<file path="src/rtl/fft_pkg.sv">
// fft_pkg: FSM state type, default sizing constants and the bit-reversal
// helper shared by the FFT address controller and its testbench.
package fft_pkg;

    typedef enum logic [2:0] {
        IDLE,
        LOAD,
        READ,
        DRAIN,
        DONE
    } fft_state_t;

    localparam int MAX_AW    = 10;
    localparam int DEF_N     = 8;
    localparam int DEF_LAT   = 2;
    localparam int DEF_LOG2N = $clog2(DEF_N);

    // Number of address bits (and of radix-2 stages) for an FFT of length n.
    function automatic int log2n(input int n);
        return $clog2(n);
    endfunction

    // Width of the stage counter for an FFT of length n.
    function automatic int stage_w(input int n);
        return $clog2($clog2(n));
    endfunction

    // Reverse the low 'bits' bits of value; upper bits of the result are zero.
    function automatic logic [MAX_AW-1:0] bitrev(input logic [MAX_AW-1:0] value, input int bits);
        logic [MAX_AW-1:0] rev;
        for (int i = 0; i < MAX_AW; i++) begin
            rev[i] = value[MAX_AW-1-i];
        end
        return rev >> (MAX_AW - bits);
    endfunction

endpackage

</file>
<file path="src/rtl/fft_ctrl_if.sv">
// fft_ctrl_if: sample-load handshake plus the RAM read and write-back buses
// between the FFT controller (master) and the butterfly datapath (slave).
interface fft_ctrl_if
    import fft_pkg::*;
#(
    parameter int N = DEF_N
);
    localparam int AW = log2n(N);

    logic          i_load_valid;
    logic          o_load_ready;
    logic          o_load_wr_en;
    logic [AW-1:0] o_load_addr;

    logic          o_rd_en;
    logic [AW-1:0] o_rd_addr;
    logic          o_rd_odd;
    logic          o_rd_sel;
    logic [AW-2:0] o_twi_addr;

    logic          o_wr_en;
    logic [AW-1:0] o_wr_addr;
    logic          o_wr_bot;

    modport master (
        input  i_load_valid,
        output o_load_ready, o_load_wr_en, o_load_addr,
        output o_rd_en, o_rd_addr, o_rd_odd, o_rd_sel, o_twi_addr,
        output o_wr_en, o_wr_addr, o_wr_bot
    );

    modport slave (
        output i_load_valid,
        input  o_load_ready, o_load_wr_en, o_load_addr,
        input  o_rd_en, o_rd_addr, o_rd_odd, o_rd_sel, o_twi_addr,
        input  o_wr_en, o_wr_addr, o_wr_bot
    );

endinterface

</file>
<file path="src/rtl/fft_wb_delay.sv">
// fft_wb_delay: LAT+1-deep shift line carrying {valid, addr, bot} from the
// read side of a butterfly to its write-back, matching the datapath latency.
module fft_wb_delay
    import fft_pkg::*;
#(
    parameter int AW  = DEF_LOG2N,
    parameter int LAT = DEF_LAT
) (
    input  logic          clk,
    input  logic          rst,
    input  logic          in_valid,
    input  logic [AW-1:0] in_addr,
    input  logic          in_bot,
    output logic          out_valid,
    output logic [AW-1:0] out_addr,
    output logic          out_bot
);
    localparam int DEPTH = LAT + 1;
    localparam int W     = AW + 2;

    logic [W-1:0] pipe [DEPTH];

    // Shift each read strobe down the line; reset empties it so no stale write can escape.
    always_ff @(posedge clk or negedge rst) begin
        if (!rst) begin
            for (int i = 0; i < DEPTH; i++) begin
                pipe[i] <= '0;
            end
        end else begin
            pipe[0] <= {in_valid, in_addr, in_bot};
            for (int i = 1; i < DEPTH; i++) begin
                pipe[i] <= pipe[i-1];
            end
        end
    end

    assign {out_valid, out_addr, out_bot} = pipe[DEPTH-1];

endmodule

</file>
<file path="src/rtl/fft_ctrl.sv">
// fft_ctrl: in-place radix-2 FFT address controller. Loads N samples at
// bit-reversed addresses, then sweeps log2(N) stages of butterflies,
// ping-ponging between RAM1 and RAM2.
// Optional feature macro: FFT_CTRL_INVERSE_EN adds i_inverse / o_twi_conj.
module fft_ctrl
    import fft_pkg::*;
#(
    parameter int N   = DEF_N,
    parameter int LAT = DEF_LAT
) (
    input  logic                         clk,
    input  logic                         rst,
    input  logic                         i_start,
    fft_ctrl_if.master                   bus,
    output logic [$clog2($clog2(N))-1:0] o_stage,
    output logic                         o_busy,
    output logic                         o_done,
`ifdef FFT_CTRL_INVERSE_EN
    output logic                         o_result_sel,
    input  logic                         i_inverse,
    output logic                         o_twi_conj
`else
    output logic                         o_result_sel
`endif
);
    localparam int AW      = log2n(N);
    localparam int LOG2N   = AW;
    localparam int STAGE_W = stage_w(N);
    localparam int TW      = AW - 1;

    fft_state_t    state;
    logic [AW-1:0] load_cnt;
    logic [AW-1:0] rd_cnt;
    logic [3:0]    drain_cnt;

    logic          wb_valid;
    logic [AW-1:0] wb_addr;
    logic          wb_bot;

    // Read address for sequence index idx (two reads per butterfly) of stage s.
    function automatic logic [AW-1:0] rd_addr_of(input logic [AW-1:0] idx, input logic [STAGE_W-1:0] s);
        logic [AW-1:0] j;
        logic [AW-1:0] half;
        logic [AW-1:0] pos;
        logic [AW-1:0] a;
        j    = idx >> 1;
        half = AW'(1) << s;
        pos  = j & (half - AW'(1));
        a    = ((j >> s) << (s + 1)) + pos;
        return idx[0] ? a + half : a;
    endfunction

    // Twiddle ROM index for the butterfly owning sequence index idx in stage s.
    function automatic logic [TW-1:0] twi_of(input logic [AW-1:0] idx, input logic [STAGE_W-1:0] s);
        logic [AW-1:0] j;
        logic [AW-1:0] pos;
        j   = idx >> 1;
        pos = j & ((AW'(1) << s) - AW'(1));
        return TW'(pos << (LOG2N - 1 - int'(s)));
    endfunction

    // Run sequencer: walks IDLE/LOAD/READ/DRAIN/DONE and registers every control output.
    always_ff @(posedge clk or negedge rst) begin
        if (!rst) begin
            state            <= IDLE;
            load_cnt         <= '0;
            rd_cnt           <= '0;
            drain_cnt        <= '0;
            bus.o_load_ready <= 1'b0;
            bus.o_rd_en      <= 1'b0;
            bus.o_rd_addr    <= '0;
            bus.o_rd_odd     <= 1'b0;
            bus.o_rd_sel     <= 1'b0;
            bus.o_twi_addr   <= '0;
            o_stage          <= '0;
            o_busy           <= 1'b0;
            o_done           <= 1'b0;
            o_result_sel     <= 1'b0;
`ifdef FFT_CTRL_INVERSE_EN
            o_twi_conj       <= 1'b0;
`endif
        end else begin
            case (state)
                IDLE: begin
                    if (i_start) begin
                        state            <= LOAD;
                        load_cnt         <= '0;
                        bus.o_load_ready <= 1'b1;
                        o_busy           <= 1'b1;
                        o_result_sel     <= 1'b0;
`ifdef FFT_CTRL_INVERSE_EN
                        o_twi_conj       <= i_inverse;
`endif
                    end
                end
                LOAD: begin
                    if (bus.i_load_valid) begin
                        if (load_cnt == AW'(N - 1)) begin
                            state            <= READ;
                            load_cnt         <= '0;
                            bus.o_load_ready <= 1'b0;
                            rd_cnt           <= '0;
                            o_stage          <= '0;
                            bus.o_rd_en      <= 1'b1;
                            bus.o_rd_addr    <= '0;
                            bus.o_rd_odd     <= 1'b0;
                            bus.o_twi_addr   <= '0;
                            bus.o_rd_sel     <= 1'b0;
                        end else begin
                            load_cnt <= load_cnt + AW'(1);
                        end
                    end
                end
                READ: begin
                    if (rd_cnt == AW'(N - 1)) begin
                        state          <= DRAIN;
                        drain_cnt      <= '0;
                        bus.o_rd_en    <= 1'b0;
                        bus.o_rd_addr  <= '0;
                        bus.o_rd_odd   <= 1'b0;
                        bus.o_twi_addr <= '0;
                    end else begin
                        rd_cnt         <= rd_cnt + AW'(1);
                        bus.o_rd_addr  <= rd_addr_of(rd_cnt + AW'(1), o_stage);
                        bus.o_rd_odd   <= ~rd_cnt[0];
                        bus.o_twi_addr <= twi_of(rd_cnt + AW'(1), o_stage);
                    end
                end
                DRAIN: begin
                    if (drain_cnt == 4'(LAT)) begin
                        if (o_stage == STAGE_W'(LOG2N - 1)) begin
                            state        <= DONE;
                            o_done       <= 1'b1;
                            o_result_sel <= 1'(LOG2N % 2);
                        end else begin
                            state          <= READ;
                            o_stage        <= o_stage + STAGE_W'(1);
                            bus.o_rd_sel   <= ~o_stage[0];
                            rd_cnt         <= '0;
                            bus.o_rd_en    <= 1'b1;
                            bus.o_rd_addr  <= '0;
                            bus.o_rd_odd   <= 1'b0;
                            bus.o_twi_addr <= '0;
                        end
                    end else begin
                        drain_cnt <= drain_cnt + 4'(1);
                    end
                end
                DONE: begin
                    state        <= IDLE;
                    o_done       <= 1'b0;
                    o_busy       <= 1'b0;
                    o_stage      <= '0;
                    bus.o_rd_sel <= 1'b0;
`ifdef FFT_CTRL_INVERSE_EN
                    o_twi_conj   <= 1'b0;
`endif
                end
                default: begin
                    state <= IDLE;
                end
            endcase
        end
    end

    assign bus.o_load_wr_en = bus.o_load_ready & bus.i_load_valid;
    assign bus.o_load_addr  = AW'(bitrev(MAX_AW'(load_cnt), LOG2N));

    fft_wb_delay #(
        .AW  (AW),
        .LAT (LAT)
    ) u_wb_delay (
        .clk       (clk),
        .rst       (rst),
        .in_valid  (bus.o_rd_en),
        .in_addr   (bus.o_rd_addr),
        .in_bot    (bus.o_rd_odd),
        .out_valid (wb_valid),
        .out_addr  (wb_addr),
        .out_bot   (wb_bot)
    );

    assign bus.o_wr_en   = wb_valid;
    assign bus.o_wr_addr = wb_addr;
    assign bus.o_wr_bot  = wb_bot;

endmodule
</file>
<file path="src/flat_wrapper.sv">
// flat-port wrapper written by rule: the top's interface ports become plain ports
module fft_ctrl_flat import fft_pkg::*;
#(
    parameter int N   = DEF_N,
    parameter int LAT = DEF_LAT
)
  (clk, rst, i_start, o_stage, o_busy, o_done, o_result_sel, bus_i_load_valid, bus_o_load_ready, bus_o_load_wr_en, bus_o_load_addr, bus_o_rd_en, bus_o_rd_addr, bus_o_rd_odd, bus_o_rd_sel, bus_o_twi_addr, bus_o_wr_en, bus_o_wr_addr, bus_o_wr_bot);
  fft_ctrl_if #(.N(N)) bus_i ();
  input  logic clk;
  input  logic rst;
  input  logic i_start;
  output logic [$clog2($clog2(N))-1:0] o_stage;
  output logic o_busy;
  output logic o_done;
  output logic o_result_sel;
  input wire logic [$bits(bus_i.i_load_valid)-1:0] bus_i_load_valid;
  output wire logic [$bits(bus_i.o_load_ready)-1:0] bus_o_load_ready;
  output wire logic [$bits(bus_i.o_load_wr_en)-1:0] bus_o_load_wr_en;
  output wire logic [$bits(bus_i.o_load_addr)-1:0] bus_o_load_addr;
  output wire logic [$bits(bus_i.o_rd_en)-1:0] bus_o_rd_en;
  output wire logic [$bits(bus_i.o_rd_addr)-1:0] bus_o_rd_addr;
  output wire logic [$bits(bus_i.o_rd_odd)-1:0] bus_o_rd_odd;
  output wire logic [$bits(bus_i.o_rd_sel)-1:0] bus_o_rd_sel;
  output wire logic [$bits(bus_i.o_twi_addr)-1:0] bus_o_twi_addr;
  output wire logic [$bits(bus_i.o_wr_en)-1:0] bus_o_wr_en;
  output wire logic [$bits(bus_i.o_wr_addr)-1:0] bus_o_wr_addr;
  output wire logic [$bits(bus_i.o_wr_bot)-1:0] bus_o_wr_bot;
  assign bus_i.i_load_valid = bus_i_load_valid;
  assign bus_o_load_ready = bus_i.o_load_ready;
  assign bus_o_load_wr_en = bus_i.o_load_wr_en;
  assign bus_o_load_addr = bus_i.o_load_addr;
  assign bus_o_rd_en = bus_i.o_rd_en;
  assign bus_o_rd_addr = bus_i.o_rd_addr;
  assign bus_o_rd_odd = bus_i.o_rd_odd;
  assign bus_o_rd_sel = bus_i.o_rd_sel;
  assign bus_o_twi_addr = bus_i.o_twi_addr;
  assign bus_o_wr_en = bus_i.o_wr_en;
  assign bus_o_wr_addr = bus_i.o_wr_addr;
  assign bus_o_wr_bot = bus_i.o_wr_bot;
  fft_ctrl #(.N(N), .LAT(LAT)) u_core (.clk(clk), .rst(rst), .i_start(i_start), .bus(bus_i), .o_stage(o_stage), .o_busy(o_busy), .o_done(o_done), .o_result_sel(o_result_sel));
endmodule
</file>
<file path="config.mk">
export PLATFORM = sky130hd
export DESIGN_NAME = fft_ctrl_flat
export DESIGN_NICKNAME = d
export VERILOG_FILES = /design/src/rtl/fft_pkg.sv /design/src/rtl/fft_ctrl_if.sv /design/src/rtl/fft_wb_delay.sv /design/src/rtl/fft_ctrl.sv /design/src/flat_wrapper.sv
export SDC_FILE = /design/constraint.sdc
export NUM_CORES = 1
export LEC_CHECK = 0
export CORE_UTILIZATION = 49
export DETAILED_ROUTE_END_ITERATION = 12
export GPL_TIMING_DRIVEN = 0
export MAX_ROUTING_LAYER = met4
export PLACE_DENSITY = 0.75
export SLEW_MARGIN = 40
export SYNTH_ARGS = -nofsm -noshare
export SYNTH_HDL_FRONTEND = slang
export SYNTH_SLANG_ARGS = --single-unit
</file>
<file path="constraint.sdc">
create_clock -name clk -period 3.6 [get_ports clk]
set_input_delay 0.72 -clock clk [delete_from_list [all_inputs] [get_ports clk]]
set_output_delay 0.72 -clock clk [all_outputs]
set_load 0.03 [all_outputs]
</file>
# == Yosys cells after proc, flatten, opt, wreduce, memory -nomap -nowiden ==
# Cells that the tools add are included.
# classes
add_sub_neg,9
n_reduce_logical,19
order_cmp,0
mul,0
shifts,4
bitwise,4
n_mux,55
n_div,0
eq_ne,17
# ops
operator,count
$mux W3,16
$shl A3 B32 Y2,1
$shl A3 B32 Y3,1
$pmux W3 S3,2
$mux W1,16
$reduce_and A5 Y1,3
$mux W2,7
$pmux W2 S3,2
$pmux W3 S4,1
$reduce_and A6 Y1,2
$ne A2 B2 Y1 const B,5
$reduce_bool A2 Y1,5
$eq A3 B3 Y1 const B,3
$pmux W1 S3,3
$reduce_and A3 Y1,3
$mux W4,2
$ne A2 B1 Y1 const B,4
$pmux W1 S2,4
$pmux W4 S2,1
$reduce_and A4 Y1,2
$add A3 B1 Y3 const B,2
$add A3 B3 Y3,2
$eq A3 B2 Y1 const B,2
$pmux W3 S2,1
other kinds (16),18
# word_totals
rom_bits,0
latchBits,0
mem_count,0
wordCells,125
input_bits,4
reg_bits,42
mem_bits_rw,0
out_inout_bits,23

# == Longest topological paths before layout ==
# Gate-level depths: netlist of run 1.
# logic_depth
depth_word,8
ltp_mapped,14
mapped_depth_nobuf,13

# == By module ==
# Synthesis of run 1 repeated with hierarchy kept, for this count alone.
# unflattened
hier_cells,170
area_unflattened_um2,1903.1
# modules_own_cells
module,cells_each,seq_area_each_um2,n_inst,area_each_um2
fft_ctrl,152,650.6,1,1505.2
fft_wb_delay,18,375.4,1,397.9

# == Worst setup path before layout of run 1 ==
# No wires, ideal clock.
# synth_path
kind,flip-flop to flip-flop
startpoint,register u_core.o_stage[0]
endpoint,register u_core.bus.o_rd_addr[2]
slack_ps,23
n_path_buf,1
path_stages_with_launch,15
period_less_slack_ps,3577
required_ps,3479
arrival_ps,3456
setup_time_ps,121
path_cell_list,dfrtp_1 clkbuf_1 inv_1 ha_1 nor3_1 and3_1 ha_1 inv_1 fa_1 inv_1 fa_1 xnor2_1 nor2_1 xnor3_1 a22o_1
# synth_between
elab_chain_len,8
elab_cells_between_ends,14
classes_between,4 x add/sub; 2 x eq/ne; 3 x shift; 3 x mux; 1 x bitwise; 1 x reduce/logical
# synth_lines
item,line_no,rtl
from (decl),fft_ctrl.sv:15,"output logic [$clog2($clog2(N))-1:0] o_stage,"
from (signal assigned),fft_ctrl.sv:137,o_stage <= o_stage + STAGE_W'(1);
$shl A1 B2 Y3,fft_ctrl.sv:47,half = AW'(1) << s;
$sub A3 B1 Y3,fft_ctrl.sv:48,pos = j & (half - AW'(1));
$and A2 B3 Y3,fft_ctrl.sv:48,
$add A3 B3 Y3,fft_ctrl.sv:49,a = ((j >> s) << (s + 1)) + pos;
$add A3 B3 Y3,fft_ctrl.sv:50,return idx[0] ? a + half : a;
$mux W3,fft_ctrl.sv:50,
$mux W3,fft_ctrl.sv:115,if (rd_cnt == AW'(N - 1)) begin
$pmux W3 S3,fft_ctrl.sv:83,case (state)
to (signal assigned),fft_ctrl.sv:124,"bus.o_rd_addr <= rd_addr_of(rd_cnt + AW'(1), o_stage);"
to (decl),fft_ctrl_if.sv:28,"output o_rd_en, o_rd_addr, o_rd_odd, o_rd_sel, o_twi_addr,"
# Several ways; a longest one is shown, not always the timed one.
# A chain may end at the register's enable or synchronous reset.

# == Worst setup path after layout of run 1 ==
# Same ends and word-level chain as after synthesis.

==> flow_metrics.py, run 1 <==
metrics = {
    "status": {
        "outcome": "complete, no violations",
    },
    "grt": {
        "globalRouteTotalUtil": 0.207,
        "grt_pass1_wl_um": 6530,
        "gr-total-overflow": 0,
        "antenna_found_initial": 0,
        "grt_max_degree": 42,
        "grt_pass1_vias": 1403,
    },
    "power": {
        "pwr-share-comb": 0.494,
        "netSwitchingFraction": 0.392,
        "ir_drop_v": 0.000545,
        "power.leakage_nw": 1.11,
        "powerDensity_nw_per_um2": 979,
        "p_sw_w": 0.000950,
        "p_total_w": 0.00243,
        "clock_power_share": 0.183,
        "seqPwrFrac": 0.323,
        "p_int_w": 0.00148,
    },
    "synthesis": {
        "ys_warn_count": 0,
        "syn-num-nets": 194,
        "synth.area.top_cells": "dfrtp_1 (51%), ha_1 (8.1%), a22o_1 (4.3%)",
        "yosysTopAreaCell": "dfrtp_1",
        "syn_inst": 175,
        "synth-seq-cells": 41,
        "yosysMostFrequentCell": "dfrtp_1",
        "synth_common_cells": "dfrtp_1 (41), ha_1 (13), nor2_1 (12)",
        "ys_async_sr_fraction": 1.00,
        "synth-adder-area-share": 0.101,
        "synth-xor-area-share": 0.0286,
        "ys_seq_area_frac": 0.509,
        "synth_top_cell_area_share": 0.509,
        "syn_avg_cell_area_um2": 11.5,
        "mappedNetlistArea_um2": 2010,
        "synth_edf_count": 0,
        "muxShareOfSynthArea": 0.0267,
        "synth_simple_gate_area_frac": 0.143,
        "synth_top_family_by_area": "compound AO/OA/AOI/OAI gates",
        "ys.flop_type": "dfrtp_1",
        "synth_cell_types": 47,
        "synth_compound_area_frac": 0.143,
    },
    "detailed_routing": {
        "wirelength_um": 3780,
        "drc": 0,
        "final_antenna_net_count": 0,
        "num_vias": 1416,
        "wire_per_inst_um": 14.7,
        "first_pass_iters": 4,
        "vias_per_cell": 5.51,
        "first_iter_violations": 82,
    },
    "timing": {
        "post-route-min-period_ns": 3.41,
        "hold_slack_ns": 0.348,
        "rsz0062_at_grt": "false",
        "max_freq_mhz": 293,
        "slew_headroom": 0.510,
        "slew_viol_final": 0,
        "finalCritPeriodShare": 0.949,
        "fin_setup_tns_ns": 0,
        "setup_viol": 0,
        "finalHoldViolations": 0,
        "clock_skew_ns": 0.00572,
        "tightest_slew_ns": 0.725,
    },
    "layout": {
        "diodes": 0,
        "seq_area_um2": 1030,
        "drive_above_1_share": 0.129,
        "area_growth_syn_to_layout_pct": 22.9,
        "fill_cells": 280,
        "multi_input_area_um2": 890,
        "num-nets-final": 227,
    },
    "clock_network": {
        "cts_htree_levels": 2,
        "cts-root-buf": "clkbuf_8",
        "cts-buffers-inserted": 5,
        "cts_hold_buf": 0,
        "cts_sinks": 41,
        "tritoncts": "built",
        "clk_pin_slew_worst_paths_ns": 0.08,
        "clk_path_buf_depth": 2,
        "clock_latency_ns": 0.30,
    },
    "die": {
        "rows": 22,
        "num_io_pins": 27,
        "core-area_um2": 3800,
        "dieHeight_um": 66.1,
        "initial_core_util": 0.530,
        "die_area_um2": 4370,
        "die_width_um": 66.1,
    },
    "setup_path": {
        "crit_path_frequent_cell": "inv_1",
        "worstSetupPathType": "reg -> reg",
        "crit_slowest_cell": "fa_1",
        "start_kind": "register",
        "cp_top_family": "adder cells",
        "path_cells": "inv_1, ha_1, nor3_1, and3_1, ha_1, inv_1, fa_1, inv_1, fa_1, xnor2_1, nor2_1, xnor3_1, a22o_1",
        "critPathMaxStageDelay_ns": 0.48,
        "crit_arrival_ns": 3.60,
        "reg2reg_from": "u_core.o_stage[0]",
        "path_buf_inv": 3,
        "worstPathRequired_ns": 3.79,
        "end_kind": "register",
        "cp_max_fo": 7,
        "crit_path_start": "u_core.o_stage[0]",
    },
    "place": {
        "dp_hpwl_um": 2720,
        "port_buffers": 26,
        "gp_congestion": 0.874,
    },
    "flow_run": {
        "maxCapViolCount": 0,
    },
    "worst_hold_path": {
        "min_from": "u_core.u_wb_delay.pipe[6]",
        "hold_path.class": "reg -> reg",
    },
}
[routing by layer]
layer / vias up / share of wire / wire length (µm) / GRT usage
met5: - / 0 / 0 / -
met4: 0 / 0.017 / 63 / 0.0878
met3: 6 / 0.050 / 189 / 0.0552
met2: 39 / 0.48 / 1800 / 0.320
met1: 691 / 0.46 / 1730 / 0.256
li1: 680 / - / - / -
[layout make-up]
type / instances / share of cell area
clock buffer: 5 / 0.0278
timing repair buffer: 27 / 0.107
tap: 48 / 0.0243
multi-input combinational: 114 / 0.359
inverter: 10 / 0.0152
sequential: 41 / 0.415
buffer: 9 / 0.0232
clock inverter: 3 / 0.0278
[worst paths after layout]
path / endpoint / slack, ns / cells after the start
worst max-delay path: u_core.bus.o_rd_addr[2] / 0.19 / 13
worst min-delay path: u_core.u_wb_delay.out_addr[0] / 0.35 / 0
worst max register to register: u_core.bus.o_rd_addr[2] / 0.19 / 13
worst min register to register: u_core.u_wb_delay.out_addr[0] / 0.35 / 0
max in group asynchronous: u_core.o_stage[0] / 2.85 / 1
min in group asynchronous: u_core.drain_cnt[1] / 0.39 / 1
[registers in the layout, summed over array words and instances (netlist names)]
| name | cells |
|---|---|
| u_core.bus.o_rd_en | 1 |
| u_core.o_result_sel | 1 |
| u_core.o_done | 1 |
| u_core.bus.o_rd_odd | 1 |
| u_core.u_wb_delay.out_addr | 3 |
| u_core.drain_cnt | 4 |
| u_core.rd_cnt | 3 |
| u_core.load_cnt | 3 |
| u_core.o_stage | 2 |
| u_core.u_wb_delay.pipe | 10 |
| u_core.u_wb_delay.out_bot | 1 |
| u_core.o_busy | 1 |
| u_core.bus.o_load_ready | 1 |
| u_core.bus.o_twi_addr | 2 |
| u_core.u_wb_delay.out_valid | 1 |
| u_core.bus.o_rd_addr | 3 |
| u_core.state | 3 |
[power groups by stage]
stage	Combinational, W	Sequential [W]	Clock, W
after floorplan	0.000686	0.000917	0
after global placement	0.00115	0.000780	0
after detailed placement	0.00119	0.000795	0
after CTS	0.00119	0.000794	0.000453
after global routing	0.00131	0.000814	0.000477
final	0.00120	0.000784	0.000443
[what timing repair did]
action | in CTS | in global routing
cloned | 0 | 0
endpoints found under the setup margin | 1 | 1
resized for setup | 1 | 1
setup buffers | 0 | 1
endpoints found under the hold margin | 0 | 0
[logic make-up (layout without fill, tap and decap cells)]
kind of cell,count (synthesis),count (layout)
simple gates,52,52
flops,41,41
compound gates,37,37
buf+inv,20,54
fa+ha+maj,15,15
xor+xnor,5,5
mux,5,5
[through the flow]
stage | area, µm² | setup slack (ns) | utilization | cells
after floorplan | 2010 | 0.0234 | - | 175
after global placement | 2330 | -0.0242 | 0.615 | 249
after detailed placement | 2330 | -0.203 | 0.614 | 249
after CTS | 2470 | 0.0676 | 0.650 | 256
after global routing | 2480 | 0.0291 | 0.652 | 257
final | 2480 | 0.185 | 0.652 | 257
[placed cells by master, fill, tap and decap left out, types with 3 or more instances in the layout]
cell	count
nor3_1	3
dfrtp_1	39
nand2_1	10
nand2b_1	5
mux2_2	3
a22o_1	10
clkbuf_8	5
nor2_1	12
clkdlybuf4s50_1	25
buf_4	6
nor2b_1	3
inv_1	10
and2_1	3
a21oi_1	7
nand3_1	3
ha_1	13
o21ai_0	6
No activity file was read; power rests on OpenSTA's default activity.
==> inputs of run 2 (changes only) <==
Settings changed: SLEW_MARGIN 40 to 20.
==> run 2 against run 1 <==
  * Register-to-register slack is essentially flat
  * Clock-buffer cell count stayed put
  * Sequential cell count stayed put
  * Via count rose by 2.0%
  * Clock skew fell by 0.0028 ns
  * Die area stayed put
  * Clock power barely moved
  * Cell count is 1.2% higher
  * Combinational power barely moved
  * Fmax increased by 0.29%
  * Non-clock buffer count grew 3
  * Power increased by 1.0%
==> flow_metrics.py, run 2 (synthesis results as in run 1) <==
metrics = {
    "worst_hold_path": {
        "hold_path.class": "in -> async",
    },
    "grt": {
        "grt_pass1_wl_um": 6620,
        "gr-total-overflow": 0,
        "globalRouteTotalUtil": 0.211,
        "antenna_found_initial": 0,
        "grt_pass1_vias": 1364,
        "grt_max_degree": 29,
    },
    "timing": {
        "slew_viol_final": 0,
        "slew_headroom": 0.501,
        "finalHoldViolations": 0,
        "finalCritPeriodShare": 0.946,
        "clock_skew_ns": 0.00295,
        "rsz0062_at_grt": "false",
        "post-route-min-period_ns": 3.40,
        "max_freq_mhz": 294,
        "tightest_slew_ns": 0.739,
        "setup_ws_ns": 0.195,
        "setup_viol": 0,
    },
    "layout": {
        "diodes": 0,
        "mostFrequentLayoutCell": "dfrtp_1",
        "reg.largest.list": "u_core.u_wb_delay.pipe: 10 flops, u_core.drain_cnt: 4 flops",
        "regMostFlops": "u_core.u_wb_delay.pipe",
        "layoutNonFillerInstCount": 260,
        "drive_above_1_share": 0.142,
        "layout_common_cells": "dfrtp_1 (39), clkdlybuf4s50_1 (25), ha_1 (13), nor2_1 (12)",
        "fin_util": 0.660,
        "largest_register_ffs": 10,
        "num-nets-final": 230,
        "area_growth_syn_to_layout_pct": 24.5,
    },
    "detailed_routing": {
        "first_iter_violations": 86,
        "wire_per_inst_um": 15.0,
        "drc": 0,
        "num_vias": 1445,
        "wirelength_um": 3900,
        "vias_per_cell": 5.56,
        "first_pass_iters": 4,
        "final_antenna_net_count": 0,
    },
    "power": {
        "ir_drop_v": 0.000449,
        "p_total_w": 0.00245,
        "powerDensity_nw_per_um2": 976,
        "power.leakage_nw": 1.13,
    },
    "clock_network": {
        "cts-buffers-inserted": 5,
        "clk_path_buf_depth": 2,
        "clock_latency_ns": 0.29,
        "tritoncts": "built",
        "cts-root-buf": "clkbuf_8",
        "clk_pin_slew_worst_paths_ns": 0.08,
        "cts_sinks": 41,
        "cts_htree_levels": 2,
    },
    "die": {
        "die_area_um2": 4370,
        "initial_core_util": 0.530,
        "die_width_um": 66.1,
        "num_io_pins": 27,
        "core-area_um2": 3800,
        "dieHeight_um": 66.1,
        "rows": 22,
    },
    "place": {
        "place_inst": 250,
        "dp_hpwl_um": 2780,
        "place_ws_ns": -0.179,
        "gp_congestion": 0.874,
        "port_buffers": 26,
    },
    "setup_path": {
        "ff2ff_path_depth": 13,
        "crit_path_start": "u_core.o_stage[0]",
        "critPathMaxStageDelay_ns": 0.48,
        "start_kind": "register",
        "worstPathRequired_ns": 3.79,
        "crit_slowest_cell": "fa_1",
        "reg2reg_from": "u_core.o_stage[0]",
        "crit_arrival_ns": 3.59,
        "r2r_slack_ns": 0.20,
        "r2r-end": "u_core.bus.o_rd_addr[2]",
        "cp_max_fo": 7,
        "crit_path_frequent_cell": "inv_1",
        "end_kind": "register",
        "crit_end": "u_core.bus.o_rd_addr[2]",
        "path_cells": "inv_1, ha_1, nor3_1, and3_1, ha_1, inv_1, fa_1, inv_1, fa_1, xnor2_1, nor2_1, xnor3_1, a22o_1",
        "worstSetupPathType": "reg -> reg",
    },
    "status": {
        "outcome": "complete, no violations",
    },
    "flow_run": {
        "maxCapViolCount": 0,
    },
}
## run 2: cell count changes in the layout (fill, tap and decap cells not counted), sizes merged
| cell | before | now |
|---|---|---|
| buf | 9 | 12 |
## run 2: worst max-delay path: cells and delay by family, from the launching register on
kind	cells	cell delay, ns
AOI/OAI and AO/OA	1	0.18
xor gates and xnor gates	2	0.46
adders and majority gates	4	1.32
buffers and inverters	3	0.26
DFF	1	0.45
and+or+nand+nor	3	0.62
## run 2: layer usage
layer	vias up	part of all wire	GRT usage
li1	687	-	-
met1	697	0.46	0.265
met2	49	0.47	0.328
met3	12	0.048	0.0534
met4	0	0.024	0.0798
met5	-	0	-
## run 2: power by group
| group | switching, W | internal (W) |
|---|---|---|
| clock network | 0.000165 | 0.000279 |
| logic | 0.000658 | 0.000558 |
| registers | 0.000140 | 0.000650 |
## run 2: worst min-delay path by stage
| stage | start | endpoint | slack (ns) |
|---|---|---|---|
| after global placement | u_core.u_wb_delay.pipe[12] | u_core.u_wb_delay.pipe[7] | 0.33 |
| after floorplan | u_core.u_wb_delay.pipe[6] | u_core.u_wb_delay.out_addr[0] | 0.33 |
| final | rst | u_core.drain_cnt[1] | 0.32 |
| after global routing | rst | u_core.o_busy | 0.34 |
| after CTS | rst | u_core.drain_cnt[1] | 0.33 |
| after detailed placement | u_core.u_wb_delay.pipe[6] | u_core.u_wb_delay.out_addr[0] | 0.33 |
## run 2: final cells by class
| class | instances | area (µm²) |
|---|---|---|
| Inverter | 10 | 37.5 |
| Tap cell | 48 | 60.1 |
| Buffer | 9 | 57.6 |
| Clock inverter | 3 | 68.8 |
| Timing Repair Buffer | 30 | 298 |
| Fill cell | 275 | 1290 |
| Sequential cell | 41 | 1030 |
| Clock buffer | 5 | 68.8 |
| Multi-Input combinational cell | 114 | 890 |
## run 2: through the flow
stage                     hold WS [ns]  setup TNS [ns]  instance area [µm²]
after CTS                        0.327               0                 2480
final                            0.318               0                 2510
after floorplan                  0.331               0                 2010
after global routing             0.336               0                 2510
after global placement           0.332         -0.0242                 2330
after detailed placement         0.335          -0.179                 2350
## run 2: repair_timing
item / 4_1_cts / 5_1_grt
buffers inserted: 0 / 3
resized for setup: 1 / 1
cloned: 0 / 0
hold buffers: 0 / 0
setup endpoints to repair: 1 / 1
